--- src/rtl/global_control_pkg.sv ---
// Instruction-set types, predicates and FSM state encoding shared by global_control
// and its return stack.
package global_control_pkg;

  localparam int PC_W            = 8;
  localparam int SP_W            = 3;
  localparam int REL_W           = 6;
  localparam int STACK_DEPTH_DEF = 2 ** SP_W;

  typedef logic [PC_W-1:0]  pc_t;
  typedef logic [SP_W-1:0]  sp_t;
  typedef logic [REL_W-1:0] relative_branch_address_t;

  typedef enum logic [3:0] {
    OP_NOP  = 4'h0,
    OP_ALU  = 4'h1,
    OP_BRA  = 4'h2,
    OP_BRC  = 4'h3,
    OP_CALL = 4'h4,
    OP_RET  = 4'h5,
    OP_HALT = 4'h6
  } opcode_t;

  typedef struct packed {
    opcode_t                  opcode;
    logic [5:0]               reserved;
    relative_branch_address_t rel;
  } instruction_t;

  typedef enum logic [1:0] {
    IDLE = 2'd0,
    RUN  = 2'd1,
    HALT = 2'd2
  } global_state_t;

  function automatic logic is_unconditional_branch(input opcode_t op);
    return op == OP_BRA;
  endfunction

  function automatic logic is_conditional_branch(input opcode_t op);
    return op == OP_BRC;
  endfunction

  function automatic logic is_call(input opcode_t op);
    return op == OP_CALL;
  endfunction

  function automatic logic is_return(input opcode_t op);
    return op == OP_RET;
  endfunction

  function automatic logic is_halt(input opcode_t op);
    return op == OP_HALT;
  endfunction

  // Sign-extended to PC width so a plain add wraps modulo 2**PC_W.
  function automatic pc_t get_relative_branch_addr(input instruction_t ins);
    return pc_t'({{(PC_W-REL_W){ins.rel[REL_W-1]}}, ins.rel});
  endfunction

endpackage

--- src/rtl/global_control_return_stack.sv ---
// Return-address stack: synchronous push/pop, async read of the top entry.
// sp stays at DEPTH-1 on the last push; full_q marks that the final slot is occupied.
module return_stack
  import global_control_pkg::*;
#(
  parameter int DEPTH = STACK_DEPTH_DEF
) (
  input  logic clk,
  input  logic rst_n,
  input  logic push_i,
  input  logic pop_i,
  input  logic clear_i,
  input  pc_t  push_data_i,
  output sp_t  sp_o,
  output sp_t  sp_push_o,
  output sp_t  sp_pop_o,
  output logic full_o,
  output logic empty_o,
  output pc_t  top_o
);

  localparam sp_t SP_MAX = sp_t'(DEPTH - 1);

  pc_t  mem_q [DEPTH];
  sp_t  sp_q;
  logic full_q;

  assign sp_o      = sp_q;
  assign full_o    = full_q;
  assign empty_o   = (sp_q == '0) && !full_q;
  assign sp_push_o = (sp_q == SP_MAX) ? sp_q : sp_q + sp_t'(1);
  assign sp_pop_o  = full_q ? sp_q : sp_q - sp_t'(1);
  assign top_o     = full_q ? mem_q[sp_q] : mem_q[sp_q - sp_t'(1)];

  always_ff @(posedge clk or negedge rst_n) begin
    if (!rst_n) begin
      for (int i = 0; i < DEPTH; i++) mem_q[i] <= '0;
      sp_q   <= '0;
      full_q <= 1'b0;
    end else if (clear_i) begin
      sp_q   <= '0;
      full_q <= 1'b0;
    end else if (push_i && !full_q) begin
      mem_q[sp_q] <= push_data_i;
      if (sp_q == SP_MAX) full_q <= 1'b1;
      else                sp_q   <= sp_q + sp_t'(1);
    end else if (pop_i && !empty_o) begin
      if (full_q) full_q <= 1'b0;
      else        sp_q   <= sp_q - sp_t'(1);
    end
  end

endmodule

--- src/rtl/global_control.sv ---
// Global sequencer for the SIMD core array: owns the PC and the call/return stack.
// Define GLOBAL_CONTROL_PERF_EN to add the cycle_count / divergence_count outputs.
module global_control
  import global_control_pkg::*;
#(
  parameter int NUM_CORES   = 16,
  parameter int STACK_DEPTH = 8
) (
  input  logic                 clk,
  input  logic                 rst_n,
  input  logic                 start,
  input  instruction_t         instruction,
  input  logic [NUM_CORES-1:0] diverge,
  output pc_t                  program_counter,
  output pc_t                  next_program_counter,
  output sp_t                  next_stack_pointer,
  output logic                 global_enable,
  output logic                 halted,
  output logic                 error
`ifdef GLOBAL_CONTROL_PERF_EN
  ,
  output logic [31:0]          cycle_count,
  output logic [31:0]          divergence_count
`endif
);

  global_state_t state_q;
  pc_t           pc_q, pc_d, target;
  sp_t           sp_d, sp, sp_push, sp_pop;
  pc_t           stack_top;
  logic          error_q, global_enable_q, halted_q;
  logic          push, pop, err_evt, halt_evt, full, empty, clear;
  opcode_t       op;
  logic          unused_reserved;

  assign op              = instruction.opcode;
  assign target          = pc_q + get_relative_branch_addr(instruction);
  assign unused_reserved = ^instruction.reserved;
  assign clear           = (state_q == HALT) && start;

  return_stack #(.DEPTH(STACK_DEPTH)) u_stack (
    .clk        (clk),
    .rst_n      (rst_n),
    .push_i     (push),
    .pop_i      (pop),
    .clear_i    (clear),
    .push_data_i(pc_q + pc_t'(1)),
    .sp_o       (sp),
    .sp_push_o  (sp_push),
    .sp_pop_o   (sp_pop),
    .full_o     (full),
    .empty_o    (empty),
    .top_o      (stack_top)
  );

  always_comb begin
    pc_d     = pc_q;
    sp_d     = sp;
    push     = 1'b0;
    pop      = 1'b0;
    err_evt  = 1'b0;
    halt_evt = 1'b0;
    if (state_q == RUN) begin
      pc_d = pc_q + pc_t'(1);
      if (is_unconditional_branch(op)) begin
        pc_d = target;
      end else if (is_conditional_branch(op)) begin
        if (&diverge) pc_d = target;
      end else if (is_call(op)) begin
        if (full) begin
          err_evt = 1'b1;
          pc_d    = pc_q;
        end else begin
          push = 1'b1;
          pc_d = target;
          sp_d = sp_push;
        end
      end else if (is_return(op)) begin
        if (empty) begin
          err_evt = 1'b1;
          pc_d    = pc_q;
        end else begin
          pop  = 1'b1;
          pc_d = stack_top;
          sp_d = sp_pop;
        end
      end else if (is_halt(op)) begin
        halt_evt = 1'b1;
        pc_d     = pc_q;
      end
    end
  end

  always_ff @(posedge clk or negedge rst_n) begin
    if (!rst_n) begin
      state_q         <= IDLE;
      pc_q            <= '0;
      error_q         <= 1'b0;
      global_enable_q <= 1'b0;
      halted_q        <= 1'b0;
    end else begin
      case (state_q)
        IDLE: if (start) begin
          state_q         <= RUN;
          global_enable_q <= 1'b1;
        end
        RUN: begin
          pc_q <= pc_d;
          if (halt_evt || err_evt) begin
            state_q         <= HALT;
            global_enable_q <= 1'b0;
            halted_q        <= 1'b1;
            error_q         <= error_q | err_evt;
          end
        end
        HALT: if (start) begin
          state_q  <= IDLE;
          halted_q <= 1'b0;
          error_q  <= 1'b0;
          pc_q     <= '0;
        end
        default: state_q <= IDLE;
      endcase
    end
  end

  assign program_counter      = pc_q;
  assign next_program_counter = pc_d;
  assign next_stack_pointer   = sp_d;
  assign global_enable        = global_enable_q;
  assign halted               = halted_q;
  assign error                = error_q;

`ifdef GLOBAL_CONTROL_PERF_EN
  logic [31:0] cycle_count_q, divergence_count_q;

  always_ff @(posedge clk or negedge rst_n) begin
    if (!rst_n) begin
      cycle_count_q      <= '0;
      divergence_count_q <= '0;
    end else if (clear) begin
      cycle_count_q      <= '0;
      divergence_count_q <= '0;
    end else if (state_q == RUN) begin
      if (~&cycle_count_q) cycle_count_q <= cycle_count_q + 32'd1;
      // Partial divergence only: some but not all cores take the branch.
      if (is_conditional_branch(op) && |diverge && !(&diverge) && ~&divergence_count_q)
        divergence_count_q <= divergence_count_q + 32'd1;
    end
  end

  assign cycle_count      = cycle_count_q;
  assign divergence_count = divergence_count_q;
`endif

endmodule
--- config.mk ---
export PLATFORM = sky130hd
export DESIGN_NAME = global_control
export DESIGN_NICKNAME = d
export VERILOG_FILES = /design/src/rtl/global_control_pkg.sv /design/src/rtl/global_control_return_stack.sv /design/src/rtl/global_control.sv
export SDC_FILE = /design/constraint.sdc
export NUM_CORES = 1
export LEC_CHECK = 0
export CAP_MARGIN = 20
export CORE_UTILIZATION = 45
export CTS_BUF_LIST = sky130_fd_sc_hd__clkbuf_16
export DETAILED_ROUTE_END_ITERATION = 8
export PLACE_DENSITY_LB_ADDON = 0.1
export SLEW_MARGIN = 10
export SYNTH_ARGS = -nofsm -noshare
export SYNTH_HDL_FRONTEND = slang
export SYNTH_SLANG_ARGS = --single-unit
--- constraint.sdc ---
create_clock -name clk -period 4.9 [get_ports clk]
set_input_delay 1.225 -clock clk [delete_from_list [all_inputs] [get_ports clk]]
set_output_delay 1.225 -clock clk [all_outputs]
set_load 0.02 [all_outputs]
==> flow_summary.html, run 1 <==
<table>
<tr><th>Metric</th><th>Value</th></tr>
<tr><th colspan="2">Synth</th></tr>
<tr><td>Total nets after synthesis</td><td>644</td></tr>
<tr><td>Sequential area share after synthesis</td><td>a little over a third</td></tr>
<tr><td>Primary FF master, synth</td><td>dfrtp_1</td></tr>
<tr><td>Cell Area, Synth</td><td>between 0.005 and 0.006 mm2</td></tr>
<tr><td>Mean instance size in the synthesized netlist</td><td>roughly 9.5 um2</td></tr>
<tr><td>Cells after Synth</td><td>between 500 and 600</td></tr>
<tr><td>Synthesis-stage register bit count</td><td>slightly above 80</td></tr>
<tr><td>Share of flip-flops with an asynchronous set or reset</td><td>100%</td></tr>
<tr><td>Warnings from Yosys</td><td>0</td></tr>
<tr><td>Number of different library cells in the post-synthesis netlist</td><td>76</td></tr>
<tr><td>Number of enable flip-flop cells after synthesis</td><td>0</td></tr>
<tr><th colspan="2">Global routing</th></tr>
<tr><td>Pin count of the biggest net entering global routing</td><td>61</td></tr>
<tr><td>Number of antenna violations at the first check in global routing</td><td>0</td></tr>
<tr><td>Wire length of the first global-routing pass</td><td>26700 um</td></tr>
<tr><td>Global Route Usage Sum</td><td>between 20% and 30%</td></tr>
<tr><td>Vias in the first global route</td><td>about 5000</td></tr>
<tr><td>Leftover overflow at the end of global routing</td><td>0</td></tr>
<tr><th colspan="2">Cells and area</th></tr>
<tr><td>Post-route core utilization</td><td>between 50% and 60%</td></tr>
<tr><td>Final Instance Count excl. Fillers</td><td>861</td></tr>
<tr><td>Area growth from synthesis to final layout</td><td>22.9%</td></tr>
<tr><td>Diodes inserted</td><td>0</td></tr>
<tr><td>Layout cells sized above 1</td><td>a little under a quarter</td></tr>
<tr><td>Count of fill cells added during filler insertion</td><td>roughly 1100</td></tr>
<tr><td>Post-layout nets</td><td>approximately 740</td></tr>
<tr><th colspan="2">Floorplan</th></tr>
<tr><td>Core ar.</td><td>between 0.01 and 0.015 mm2</td></tr>
<tr><td>Die width</td><td>between 100 and 150 um</td></tr>
<tr><td>Die Outline Area</td><td>~0.013 mm2</td></tr>
<tr><td>I/O pin cnt</td><td>57</td></tr>
<tr><td>Initial standard-cell utilization of the core</td><td>46.6%</td></tr>
<tr><td>Vertical extent of the die</td><td>around 110 um</td></tr>
<tr><td>Core Rows</td><td>40</td></tr>
<tr><th colspan="2">Detailed routing</th></tr>
<tr><td>DRC violations left</td><td>0</td></tr>
<tr><td>Detailed-router iteration count before antenna repair</td><td>5</td></tr>
<tr><td>Via total after detailed routing</td><td>between 5000 and 6000</td></tr>
<tr><td>Final antenna-violating net count</td><td>0</td></tr>
<tr><td>Total wire length after detailed routing</td><td>16500 um</td></tr>
<tr><td>Number of DRC violations after detailed-routing iteration 0</td><td>432</td></tr>
<tr><td>Number of vias per cell</td><td>roughly 5.9</td></tr>
<tr><td>Average wire per standard cell</td><td>between 15 and 20 um</td></tr>
<tr><th colspan="2">Timing</th></tr>
<tr><td>Maximum clock frequency</td><td>209 MHz</td></tr>
<tr><td>Unrepaired setup endpoints after global routing</td><td>no</td></tr>
<tr><td>Slew margin rel.</td><td>between 40 and 50%</td></tr>
<tr><td>Slew at the pin with the worst max-slew slack</td><td>roughly 0.81 ns</td></tr>
<tr><td>Setup tns final</td><td>0 ns</td></tr>
<tr><td>Min setup slack post-route</td><td>0.112 ns</td></tr>
<tr><td>Shortest clock period the worst path allows after layout</td><td>roughly 4.8 ns</td></tr>
<tr><td>Count of final hold-check violations</td><td>0</td></tr>
<tr><td>Setup Skew</td><td>between 0.009 and 0.01 ns</td></tr>
<tr><td>Setup Viol. Count Final</td><td>0</td></tr>
<tr><td>Final cycle utilization of the critical path</td><td>just under 100%</td></tr>
<tr><td>Pins over their slew limit</td><td>0</td></tr>
<tr><th colspan="2">Clock network</th></tr>
<tr><td>Cell chosen for the clock root</td><td>clkbuf_16</td></tr>
<tr><td>Count of hold-fix buffers inserted at cts</td><td>0</td></tr>
<tr><td>TritonCTS clock tree</td><td>built</td></tr>
<tr><td>Htree depth</td><td>3</td></tr>
<tr><td>Number of buffers added by the clock tree synthesis step</td><td>9</td></tr>
<tr><td>Clk sinks</td><td>81</td></tr>
<tr><td>Clock slew seen by the registers of the worst setup and hold paths</td><td>approximately 0.07 ns</td></tr>
<tr><td>Maximum buffer depth of the clock tree</td><td>2</td></tr>
<tr><td>Clock latency on the worst-skew pair</td><td>0.35 ns</td></tr>
<tr><th colspan="2">Hold path</th></tr>
<tr><td>Worst min-delay path class</td><td>flip-flop to flip-flop</td></tr>
<tr><th colspan="2">Setup path</th></tr>
<tr><td>Crit. End Element</td><td>output pin</td></tr>
<tr><td>Endpoint of the worst setup timing path</td><td>next_program_counter[3]</td></tr>
<tr><td>Worst reg2reg setup slack</td><td>around 2.0 ns</td></tr>
<tr><td>Critical path fanouts, max</td><td>4</td></tr>
<tr><td>Setup CP Type</td><td>primary input to output pin</td></tr>
<tr><td>Category of the worst setup path launch point</td><td>primary input</td></tr>
<tr><td>Launching element of the worst setup path</td><td>instruction[13]</td></tr>
<tr><td>Data required, critical path</td><td>between 3 and 4 ns</td></tr>
<tr><td>Depth of the most critical reg-to-reg path</td><td>10</td></tr>
<tr><td>Beginning of the worst register-to-register path</td><td>u_stack.sp_o[1]$_DFFE_PN0P_</td></tr>
<tr><td>Reg-to-reg critical path endpoint</td><td>program_counter[2]$_DFFE_PN0P_</td></tr>
<tr><td>Arrival time at the worst endpoint</td><td>between 3 and 4 ns</td></tr>
<tr><th colspan="2">Pwr</th></tr>
<tr><td>Overall power of the completed layout</td><td>4.29 mW</td></tr>
<tr><td>Total power per unit cell area</td><td>616 mW/mm2</td></tr>
<tr><td>Static Leakage</td><td>about 3.0 nW</td></tr>
<tr><td>VDD IR-drop max</td><td>~0.00030 V</td></tr>
<tr><th colspan="2">Placed design</th></tr>
<tr><td>Number of instances in the placed design</td><td>around 840</td></tr>
<tr><td>Worst setup slack before clock tree synthesis</td><td>-0.473 ns</td></tr>
<tr><td>Number of port buffers</td><td>50</td></tr>
<tr><td>HPWL Detailed</td><td>around 12000 um</td></tr>
<tr><td>Routability congestion estimate</td><td>roughly 0.90</td></tr>
<tr><th colspan="2">Status</th></tr>
<tr><td>Outcome</td><td>finished clean</td></tr>
<tr><th colspan="2">Flow run</th></tr>
<tr><td>Number of max-cap violations</td><td>0</td></tr>
</table>
==> critical path, cell delays in order <==
cell,delay [ns]
clkdlybuf4s50_1,0.47
buf_4,0.17
nand4bb_1,0.21
nand2b_1,0.28
buf_4,0.18
o32ai_1,0.28
a211o_1,0.17
nand3_1,0.10
o211ai_1,0.13
clkdlybuf4s15_1,0.34
==> cells in the mapped netlist, drive strengths merged (4+ instances only) <==
library cell	n	area share, %
a211oi	10	1.4
a21o	6	0.84
a21oi	23	2.0
a221oi	5	0.99
a31oi	9	0.99
and2	4	0.44
and2b	4	0.57
buf	28	3.5
clkbuf	15	0.99
dfrtp	81	36
ha	11	2.4
inv	17	1.1
mux2	12	2.4
mux2i	26	4.6
mux4	23	9.3
nand2	89	5.9
nand2b	5	0.55
nand3	20	1.9
nand4	6	0.66
nor2	31	2.1
nor2b	6	0.66
nor3	9	0.79
nor4	4	1.1
o211ai	14	1.9
o21a	4	0.53
o21ai	70	6.2
o2bb2ai	4	0.62
o31ai	6	0.79
xnor2	7	1.1
xor2	5	1.1
==> through the flow <==
step	hold slack (ns)	cell area, um2
floorplan	0.458	5670
global placement	0.476	6660
detailed placement	0.483	6660
CTS	0.499	6950
global route	0.524	6970
finish	0.496	6970
==> registers in the layout, summed over array words and instances (netlist names) <==
name	count
u_stack.sp_o	3
u_stack.mem_q	64
global_enable	1
halted	1
program_counter	8
error	1
state_q	2
u_stack.full_o	1
==> worst min-delay path by stage <==
stage	slack, ns	from	to	depth (start not counted)
2_1_floorplan	0.46	u_stack.mem_q[21]$_DFFE_PN0P_	u_stack.mem_q[21]$_DFFE_PN0P_	2
3_3_place_gp	0.48	u_stack.mem_q[11]$_DFFE_PN0P_	u_stack.mem_q[11]$_DFFE_PN0P_	2
3_5_place_dp	0.48	u_stack.mem_q[21]$_DFFE_PN0P_	u_stack.mem_q[21]$_DFFE_PN0P_	2
4_1_cts	0.50	u_stack.mem_q[21]$_DFFE_PN0P_	u_stack.mem_q[21]$_DFFE_PN0P_	2
5_1_grt	0.52	u_stack.mem_q[21]$_DFFE_PN0P_	u_stack.mem_q[21]$_DFFE_PN0P_	2
6_report	0.50	u_stack.mem_q[21]$_DFFE_PN0P_	u_stack.mem_q[21]$_DFFE_PN0P_	2
==> what timing repair did <==
| action | CTS | global route |
|---|---|---|
| gates resized for setup | 25 | 10 |
| pin swaps | 0 | 2 |
| setup buffers | 1 | 1 |
| endpoints found under the setup margin | 11 | 5 |
| hold endpoints to repair | 0 | 0 |
==> layer usage <==
| layer | vias to the layer above | routed length, um | GRT usage, % |
|---|---|---|---|
| li1 | 2393 | - | - |
| met1 | 2487 | 7180 | 35.2 |
| met2 | 154 | 8070 | 46.1 |
| met3 | 28 | 855 | 4.61 |
| met4 | 0 | 405 | 9.52 |
| met5 | - | 0 | 0 |
==> layout make-up <==
cell class	count	area, um2	share of cell area, %
multi-input combinational	456	3370	48.3
sequential	81	2030	29.1
timing repair buffer	123	1020	14.6
clock buffer	9	225	3.23
tap	168	210	3.02
inverter	17	63.8	0.916
clock inverter	7	52.6	0.754
==> power breakdown <==
group / switching, mW / internal [mW]
Clock: 0.297 / 0.347
Combinational: 1.36 / 1.12
Sequential: 0.252 / 0.917
Total: 1.91 / 2.39
==> cells by family after synthesis <==
kind of cell,Yosys count,synth area share [%]
buffers and inverters,60,5.63
DFF,81,35.7
AOI/OAI and AO/OA,177,20.4
adders and majority gates,12,2.78
muxes,61,16.2
xor gates and xnor gates,12,2.18
and+or+nand+nor,194,17.1
==> layout by cell type, fill, tap and decap left out, types with 12 or more instances in the layout <==
cell type,Yosys,layout
inv_1,17,17
nand2_1,89,89
o21ai_0,68,67
mux2i_1,26,26
nand3_1,19,19
nor2_1,31,30
buf_4,7,75
a21oi_1,23,23
o211ai_1,14,14
mux4_2,21,21
mux2_2,12,12
clkdlybuf4s50_1,0,38
dfrtp_1,81,80
Power figures use the tool's default switching activity.
==> run 2: changes to the inputs <==
CORE_UTILIZATION = 63   (was 45)
clock period = 5.9 ns   (was 4.9 ns; I/O delays follow)
==> run 2 against run 1 <==
Final area decreased by 6.2%. Die area decreased by 28%. Wire length decreased by 5.9%. Sequential share of layout area increased by 1.9 points. Total power decreased by 19%. Worst setup slack improved by 0.022 ns. Sequential power decreased by 14%. Hold slack improved by 0.0061 ns. Clock power decreased by 5.4%. Clock-buffer cell count unchanged. Via count increased by 0.49%. Largest cell class unchanged. Highest routed layer unchanged.
==> flow_summary.html, run 2 (synthesized netlist as in run 1, its figures left out) <==
<table>
<tr><th>Metric</th><th>Value</th></tr>
<tr><th colspan="2">Detailed routing</th></tr>
<tr><td>Number of vias per cell</td><td>6.78</td></tr>
<tr><td>Total wire length after detailed routing</td><td>15500 um</td></tr>
<tr><td>Via total after detailed routing</td><td>~5000</td></tr>
<tr><td>Uppermost routed layer</td><td>met4</td></tr>
<tr><td>Final antenna-violating net count</td><td>0</td></tr>
<tr><td>Average wire per standard cell</td><td>20.7 um</td></tr>
<tr><td>DRC violations left</td><td>0</td></tr>
<tr><td>WL met3</td><td>1200 um</td></tr>
<tr><td>Number of DRC violations after detailed-routing iteration 0</td><td>around 370</td></tr>
<tr><td>Total met2 wirelength after detailed routing</td><td>~7600 um</td></tr>
<tr><td>Routed metal-1 wirelength</td><td>about 6200 um</td></tr>
<tr><td>Detailed-router iteration count before antenna repair</td><td>6</td></tr>
<tr><th colspan="2">Cells and area</th></tr>
<tr><td>Most frequent cells in the layout</td><td>nand2_1 (89), dfrtp_1 (80), o21ai_0 (67)</td></tr>
<tr><td>Final Instance Count excl. Fillers</td><td>750</td></tr>
<tr><td>Combined area of the multi-input logic cells</td><td>0.00333 mm2</td></tr>
<tr><td>Count of fill cells added during filler insertion</td><td>approximately 630</td></tr>
<tr><td>Post-layout nets</td><td>just under 700</td></tr>
<tr><td>Area taken by flip-flops and latches</td><td>between 0.002 and 0.0025 mm2</td></tr>
<tr><td>Layout cells sized above 1</td><td>14.0%</td></tr>
<tr><td>Most frequent standard cell in the layout excluding fill and tap cells</td><td>nand2_1</td></tr>
<tr><td>Register with the most flip-flops</td><td>u_stack.mem_q</td></tr>
<tr><td>Flip-flop count of the largest register, all copies and words added</td><td>64</td></tr>
<tr><td>Diodes inserted</td><td>0</td></tr>
<tr><td>Area growth from synthesis to final layout</td><td>15.2%</td></tr>
<tr><th colspan="2">Pwr</th></tr>
<tr><td>Register share of total power</td><td>between 20% and 30%</td></tr>
<tr><td>Total power per unit cell area</td><td>about 530 mW/mm2</td></tr>
<tr><td>Switching power</td><td>roughly 1.5 mW</td></tr>
<tr><td>Sw Ratio</td><td>approximately 44%</td></tr>
<tr><td>Clock network fraction of design power</td><td>roughly 17%</td></tr>
<tr><td>VDD IR-drop max</td><td>around 0.00027 V</td></tr>
<tr><td>Cell internal power dissipation</td><td>~2.0 mW</td></tr>
<tr><td>Static Leakage</td><td>between 2 and 3 nW</td></tr>
<tr><td>Comb pwr share</td><td>between 50% and 60%</td></tr>
<tr><th colspan="2">Setup path</th></tr>
<tr><td>Cell repeated most along the worst path</td><td>clkdlybuf4s50_1</td></tr>
<tr><td>CP max stage cell</td><td>clkdlybuf4s50_1</td></tr>
<tr><td>Crit. End Element</td><td>output pin</td></tr>
<tr><td>Setup CP Type</td><td>primary input to output pin</td></tr>
<tr><td>Arrival time at the worst endpoint</td><td>4.29 ns</td></tr>
<tr><td>Critical path fanouts, max</td><td>3</td></tr>
<tr><td>Highest cell delay on the worst timing path</td><td>0.59 ns</td></tr>
<tr><td>Category of the worst setup path launch point</td><td>primary input</td></tr>
<tr><td>Worst reg2reg setup slack</td><td>3.18 ns</td></tr>
<tr><td>Sequence of cells on the critical path</td><td>clkdlybuf4s50_1, ha_1, a211oi_1, o21ai_1, nand3b_1, a32o_1, a221oi_2, a21o_2, clkdlybuf4s50_1</td></tr>
<tr><td>Data required, critical path</td><td>about 4.4 ns</td></tr>
<tr><th colspan="2">Timing</th></tr>
<tr><td>Pins over their slew limit</td><td>0</td></tr>
<tr><td>Shortest clock period the worst path allows after layout</td><td>a little under 6 ns</td></tr>
<tr><td>Slew at the pin with the worst max-slew slack</td><td>~0.95 ns</td></tr>
<tr><td>Count of final hold-check violations</td><td>0</td></tr>
<tr><td>Maximum clock frequency</td><td>173 MHz</td></tr>
<tr><td>Final cycle utilization of the critical path</td><td>97.7%</td></tr>
<tr><td>Slew margin rel.</td><td>a little over a third</td></tr>
<tr><td>Setup Viol. Count Final</td><td>0</td></tr>
<tr><td>Unrepaired setup endpoints after global routing</td><td>no</td></tr>
<tr><td>Setup tns final</td><td>0 ns</td></tr>
<tr><td>Setup Skew</td><td>approximately 0.01 ns</td></tr>
<tr><td>Min setup slack post-route</td><td>0.134 ns</td></tr>
<tr><th colspan="2">Clock network</th></tr>
<tr><td>Htree depth</td><td>3</td></tr>
<tr><td>Post-CTS setup buffer count</td><td>0</td></tr>
<tr><td>Count of hold-fix buffers inserted at cts</td><td>0</td></tr>
<tr><td>Clock latency on the worst-skew pair</td><td>approximately 0.34 ns</td></tr>
<tr><td>Clock slew seen by the registers of the worst setup and hold paths</td><td>0.07 ns</td></tr>
<tr><td>Number of buffers added by the clock tree synthesis step</td><td>9</td></tr>
<tr><td>Cell chosen for the clock root</td><td>clkbuf_16</td></tr>
<tr><td>Clk sinks</td><td>between 80 and 90</td></tr>
<tr><td>Maximum buffer depth of the clock tree</td><td>2</td></tr>
<tr><td>TritonCTS clock tree</td><td>built</td></tr>
<tr><th colspan="2">Flow run</th></tr>
<tr><td>Number of max-cap violations</td><td>0</td></tr>
<tr><th colspan="2">Global routing</th></tr>
<tr><td>Global Route Usage Sum</td><td>around a third</td></tr>
<tr><td>Pin count of the biggest net entering global routing</td><td>62</td></tr>
<tr><td>Number of antenna violations at the first check in global routing</td><td>0</td></tr>
<tr><td>Vias in the first global route</td><td>about 5000</td></tr>
<tr><td>Leftover overflow at the end of global routing</td><td>0</td></tr>
<tr><td>Wire length of the first global-routing pass</td><td>between 20000 and 30000 um</td></tr>
<tr><th colspan="2">Status</th></tr>
<tr><td>Outcome</td><td>finished clean</td></tr>
<tr><th colspan="2">Floorplan</th></tr>
<tr><td>Vertical extent of the die</td><td>96.9 um</td></tr>
<tr><td>Core ar.</td><td>around 0.0087 mm2</td></tr>
<tr><td>I/O pin cnt</td><td>57</td></tr>
<tr><td>Die Outline Area</td><td>between 0.009 and 0.01 mm2</td></tr>
<tr><td>Initial standard-cell utilization of the core</td><td>65.0%</td></tr>
<tr><td>Die width</td><td>about 97 um</td></tr>
<tr><td>Core Rows</td><td>34</td></tr>
<tr><th colspan="2">Hold path</th></tr>
<tr><td>Worst min-delay path class</td><td>flip-flop to flip-flop</td></tr>
<tr><th colspan="2">Placed design</th></tr>
<tr><td>Routability congestion estimate</td><td>roughly 0.96</td></tr>
<tr><td>Number of instances in the placed design</td><td>~730</td></tr>
<tr><td>Worst setup slack before clock tree synthesis</td><td>0.0127 ns</td></tr>
<tr><td>HPWL Detailed</td><td>between 10000 and 15000 um</td></tr>
<tr><td>Number of port buffers</td><td>50</td></tr>
</table>
[run 2: area by class of cell]
class / instances / area share [%]
repair buffers: 72 / 10.1
flip-flops and latches: 81 / 31.0
well taps: 108 / 2.07
inverters: 17 / 0.977
multi-input cells: 456 / 50.9
clock inverters: 7 / 1.44
clock buffers: 9 / 3.45
[run 2: worst paths after layout]
check / from / to / cells past startpoint
max: instruction[1] / next_program_counter[5] / 9
min: u_stack.mem_q[48]$_DFFE_PN0P_ / u_stack.mem_q[48]$_DFFE_PN0P_ / 2
max reg2reg: program_counter[0]$_DFFE_PN0P_ / program_counter[6]$_DFFE_PN0P_ / 9
min reg2reg: u_stack.mem_q[48]$_DFFE_PN0P_ / u_stack.mem_q[48]$_DFFE_PN0P_ / 2
max in group asynchronous: rst_n / u_stack.mem_q[58]$_DFFE_PN0P_ / 2
min in group asynchronous: rst_n / program_counter[4]$_DFFE_PN0P_ / 1
[run 2: routing by layer]
metal / GRT usage (%) / vias up
met5: 0 / -
li1: - / 2298
met2: 55.7 / 257
met3: 5.42 / 47
met1: 46.5 / 2485
met4: 17.9 / 0
[run 2: power groups by stage]
stage / registers [mW] / logic (mW) / clock network [mW]
after detailed placement: 1.02 / 1.84 / 0
after global placement: 0.993 / 1.80 / 0
after CTS: 1.01 / 1.85 / 0.611
final: 1.01 / 1.87 / 0.609
after global routing: 1.05 / 2.02 / 0.633
after floorplan: 0.934 / 1.39 / 0
[run 2: timing repair]
action | in CTS | in global routing
gates resized for setup | 1 | 1
setup endpoints to repair | 1 | 1
cloned | 0 | 0
[run 2: critical path, delay by kind of cell]
family	cells	cell delay, ns
AOI/OAI and AO/OA	5	1.27
adders and majority gates	1	0.32
and+or+nand+nor	1	0.21
buffers and inverters	2	1.03
[run 2: through the flow]
stage / total power [mW] / hold WS (ns) / util (%) / instance area (um2)
5_1_grt: 3.70 / 0.522 / 74.9 / 6530
3_3_place_gp: 2.79 / 0.479 / 71.3 / 6220
3_5_place_dp: 2.85 / 0.482 / 71.3 / 6220
4_1_cts: 3.47 / 0.496 / 74.9 / 6530
2_1_floorplan: 2.32 / 0.458 / - / 5670
6_report: 3.49 / 0.503 / 74.9 / 6530
==> run 3: changes to the inputs <==
CORE_UTILIZATION = 55   (was 63)
==> run 3 against run 2 <==
Critical path depth is the same. Clock skew decreased by 0.0013 ns. Clock-buffer cell count unchanged. Die area increased by 14%. Worst setup slack worse by 0.030 ns. Global-route usage is 4.9 points lower. Critical endpoint unchanged. Highest routed layer unchanged. Non-clock buffer count is 4 lower. Flip-flop and latch count unchanged. Clock power barely moved. Register-to-register slack worse by 0.03 ns.
==> flow_summary.html, run 3 (synthesized netlist as in run 1, its figures left out) <==
<table>
<tr><th>Metric</th><th>Value</th></tr>
<tr><th colspan="2">Cells and area</th></tr>
<tr><td>Post-layout nets</td><td>between 600 and 700</td></tr>
<tr><td>Diodes inserted</td><td>0</td></tr>
<tr><td>Most frequent standard cell in the layout excluding fill and tap cells</td><td>nand2_1</td></tr>
<tr><td>Register with the most flip-flops</td><td>u_stack.mem_q</td></tr>
<tr><td>Most frequent cells in the layout</td><td>nand2_1 (89), dfrtp_1 (80), o21ai_0 (67)</td></tr>
<tr><td>Area growth from synthesis to final layout</td><td>15.6%</td></tr>
<tr><td>Post-route core utilization</td><td>~66%</td></tr>
<tr><td>Count of fill cells added during filler insertion</td><td>approximately 770</td></tr>
<tr><td>Layout cells sized above 1</td><td>13.8%</td></tr>
<tr><td>Area taken by flip-flops and latches</td><td>0.00203 mm2</td></tr>
<tr><td>Combined area of the multi-input logic cells</td><td>around 0.0033 mm2</td></tr>
<tr><td>Flip-flop count of the largest register, all copies and words added</td><td>64</td></tr>
<tr><th colspan="2">Pwr</th></tr>
<tr><td>Cell internal power dissipation</td><td>around 2 mW</td></tr>
<tr><td>VDD IR-drop max</td><td>roughly 0.00024 V</td></tr>
<tr><td>Sw Ratio</td><td>a little over two fifths</td></tr>
<tr><td>Total power per unit cell area</td><td>approximately 530 mW/mm2</td></tr>
<tr><td>Register share of total power</td><td>slightly below 30%</td></tr>
<tr><td>Clock network fraction of design power</td><td>~17%</td></tr>
<tr><td>Switching power</td><td>approximately 1.5 mW</td></tr>
<tr><td>Comb pwr share</td><td>between 50% and 60%</td></tr>
<tr><td>Static Leakage</td><td>between 2 and 3 nW</td></tr>
<tr><th colspan="2">Detailed routing</th></tr>
<tr><td>DRC violations left</td><td>0</td></tr>
<tr><td>Via total after detailed routing</td><td>approximately 5000</td></tr>
<tr><td>Number of vias per cell</td><td>6.50</td></tr>
<tr><td>Final antenna-violating net count</td><td>0</td></tr>
<tr><td>Average wire per standard cell</td><td>roughly 20 um</td></tr>
<tr><td>Number of DRC violations after detailed-routing iteration 0</td><td>385</td></tr>
<tr><td>Detailed-router iteration count before antenna repair</td><td>5</td></tr>
<tr><td>Total wire length after detailed routing</td><td>15500 um</td></tr>
<tr><th colspan="2">Placed design</th></tr>
<tr><td>HPWL Detailed</td><td>between 10000 and 15000 um</td></tr>
<tr><td>Routability congestion estimate</td><td>about 0.91</td></tr>
<tr><td>Worst setup slack before clock tree synthesis</td><td>-0.0327 ns</td></tr>
<tr><td>Number of port buffers</td><td>50</td></tr>
<tr><th colspan="2">Global routing</th></tr>
<tr><td>GR peak layer</td><td>met2</td></tr>
<tr><td>Wire length of the first global-routing pass</td><td>between 20000 and 30000 um</td></tr>
<tr><td>Leftover overflow at the end of global routing</td><td>0</td></tr>
<tr><td>Global Route Usage Sum</td><td>between 30% and 40%</td></tr>
<tr><td>Pin count of the biggest net entering global routing</td><td>a little over 80</td></tr>
<tr><td>Global routing usage on met1</td><td>39.9%</td></tr>
<tr><td>Vias in the first global route</td><td>roughly 5000</td></tr>
<tr><td>Global-route track usage on met3</td><td>about 5.5%</td></tr>
<tr><td>Number of antenna violations at the first check in global routing</td><td>0</td></tr>
<tr><td>Met2 GRT Util</td><td>between 40 and 50%</td></tr>
<tr><th colspan="2">Floorplan</th></tr>
<tr><td>Core ar.</td><td>between 0.009 and 0.01 mm2</td></tr>
<tr><td>Core Rows</td><td>36</td></tr>
<tr><td>I/O pin cnt</td><td>57</td></tr>
<tr><td>Initial standard-cell utilization of the core</td><td>57.5%</td></tr>
<tr><td>Die Outline Area</td><td>0.0107 mm2</td></tr>
<tr><td>Die width</td><td>between 100 and 150 um</td></tr>
<tr><td>Vertical extent of the die</td><td>about 100 um</td></tr>
<tr><th colspan="2">Timing</th></tr>
<tr><td>Pins over their slew limit</td><td>0</td></tr>
<tr><td>Min setup slack post-route</td><td>approximately 0.10 ns</td></tr>
<tr><td>Shortest clock period the worst path allows after layout</td><td>5.80 ns</td></tr>
<tr><td>Maximum clock frequency</td><td>173 MHz</td></tr>
<tr><td>Slew at the pin with the worst max-slew slack</td><td>0.871 ns</td></tr>
<tr><td>Setup Skew</td><td>0.00892 ns</td></tr>
<tr><td>Final cycle utilization of the critical path</td><td>around 98%</td></tr>
<tr><td>Count of final hold-check violations</td><td>0</td></tr>
<tr><td>Unrepaired setup endpoints after global routing</td><td>yes</td></tr>
<tr><td>Slew margin rel.</td><td>41.5%</td></tr>
<tr><td>Setup Viol. Count Final</td><td>0</td></tr>
<tr><th colspan="2">Clock network</th></tr>
<tr><td>Cell chosen for the clock root</td><td>clkbuf_16</td></tr>
<tr><td>Count of hold-fix buffers inserted at cts</td><td>0</td></tr>
<tr><td>Maximum buffer depth of the clock tree</td><td>2</td></tr>
<tr><td>Number of buffers added by the clock tree synthesis step</td><td>9</td></tr>
<tr><td>Clock latency on the worst-skew pair</td><td>0.34 ns</td></tr>
<tr><td>Htree depth</td><td>3</td></tr>
<tr><td>Clock slew seen by the registers of the worst setup and hold paths</td><td>~0.06 ns</td></tr>
<tr><td>TritonCTS clock tree</td><td>built</td></tr>
<tr><td>Clk sinks</td><td>about 80</td></tr>
<tr><th colspan="2">Setup path</th></tr>
<tr><td>Arrival time at the worst endpoint</td><td>between 4 and 5 ns</td></tr>
<tr><td>Data required, critical path</td><td>around 4.4 ns</td></tr>
<tr><td>Setup CP Type</td><td>primary input to output pin</td></tr>
<tr><td>Critical path fanouts, max</td><td>3</td></tr>
<tr><td>Category of the worst setup path launch point</td><td>primary input</td></tr>
<tr><td>Crit. End Element</td><td>output pin</td></tr>
<tr><th colspan="2">Status</th></tr>
<tr><td>Outcome</td><td>finished clean</td></tr>
<tr><th colspan="2">Flow run</th></tr>
<tr><td>Number of max-cap violations</td><td>0</td></tr>
<tr><th colspan="2">Hold path</th></tr>
<tr><td>Worst min-delay path class</td><td>flip-flop to flip-flop</td></tr>
</table>
==> run 3: critical path, stage by stage <==
cell and delay [ns]:
clkdlybuf4s50_1 0.43, ha_1 0.34, a211oi_2 0.29, o21ai_1 0.19, nand3b_1 0.21, a32o_1 0.29
a221oi_2 0.36, a21o_2 0.15, clkdlybuf4s50_1 0.59
==> run 3: routing by layer <==
| metal | vias up | routed length (um) | part of all wire (%) |
|---|---|---|---|
| li1 | 2287 | - | - |
| met1 | 2455 | 6460 | 42 |
| met2 | 230 | 7440 | 48 |
| met3 | 41 | 1150 | 7.4 |
| met4 | 0 | 450 | 2.9 |
| met5 | - | 0 | 0 |
==> run 3: layout make-up <==
type,instances,share of cell area [%]
inverter,17,0.973
clock buffer,9,3.43
multi-input combinational,456,50.8
sequential,81,30.9
tap,133,2.54
clock inverter,7,1.43
timing repair buffer,68,9.92
==> run 3: power by group through the flow <==
stage	clock [mW]	sequential (mW)	combinational [mW]
floorplan	0	0.934	1.39
global placement	0	0.997	1.81
detailed placement	0	1.02	1.84
CTS	0.615	1.01	1.86
global route	0.641	1.05	2.04
finish	0.609	1.02	1.88
==> run 3: worst paths after layout <==
| kind | slack (ns) | from | cells past startpoint | endpoint |
|---|---|---|---|---|
| worst max-delay path | 0.10 | instruction[1] | 9 | next_program_counter[5] |
| worst min-delay path | 0.51 | u_stack.mem_q[19]$_DFFE_PN0P_ | 2 | u_stack.mem_q[19]$_DFFE_PN0P_ |
| worst max register to register | 3.15 | program_counter[0]$_DFFE_PN0P_ | 7 | program_counter[6]$_DFFE_PN0P_ |
| worst min register to register | 0.51 | u_stack.mem_q[19]$_DFFE_PN0P_ | 2 | u_stack.mem_q[19]$_DFFE_PN0P_ |
| max in group asynchronous | 4.18 | rst_n | 2 | u_stack.mem_q[28]$_DFFE_PN0P_ |
| min in group asynchronous | 1.08 | rst_n | 1 | program_counter[3]$_DFFE_PN0P_ |
==> run 3: repair_timing <==
item | CTS | global route
endpoints found under the hold margin | 0 | 0
pin swaps | 0 | 0
endpoints found under the setup margin | 1 | 2
resized for setup | 1 | 3
setup buffers | 0 | 0
==> run 3: metrics by stage <==
| step | TNS, ns | total power, mW | hold WS [ns] | instances | area, um2 |
|---|---|---|---|---|---|
| 2_1_floorplan | 0 | 2.32 | 0.458 | 597 | 5670 |
| 4_1_cts | 0 | 3.48 | 0.511 | 770 | 6530 |
| 3_3_place_gp | 0 | 2.80 | 0.474 | 754 | 6210 |
| 3_5_place_dp | -0.0327 | 2.86 | 0.494 | 754 | 6210 |
| 5_1_grt | -0.0253 | 3.73 | 0.535 | 771 | 6560 |
| 6_report | 0 | 3.51 | 0.506 | 771 | 6560 |
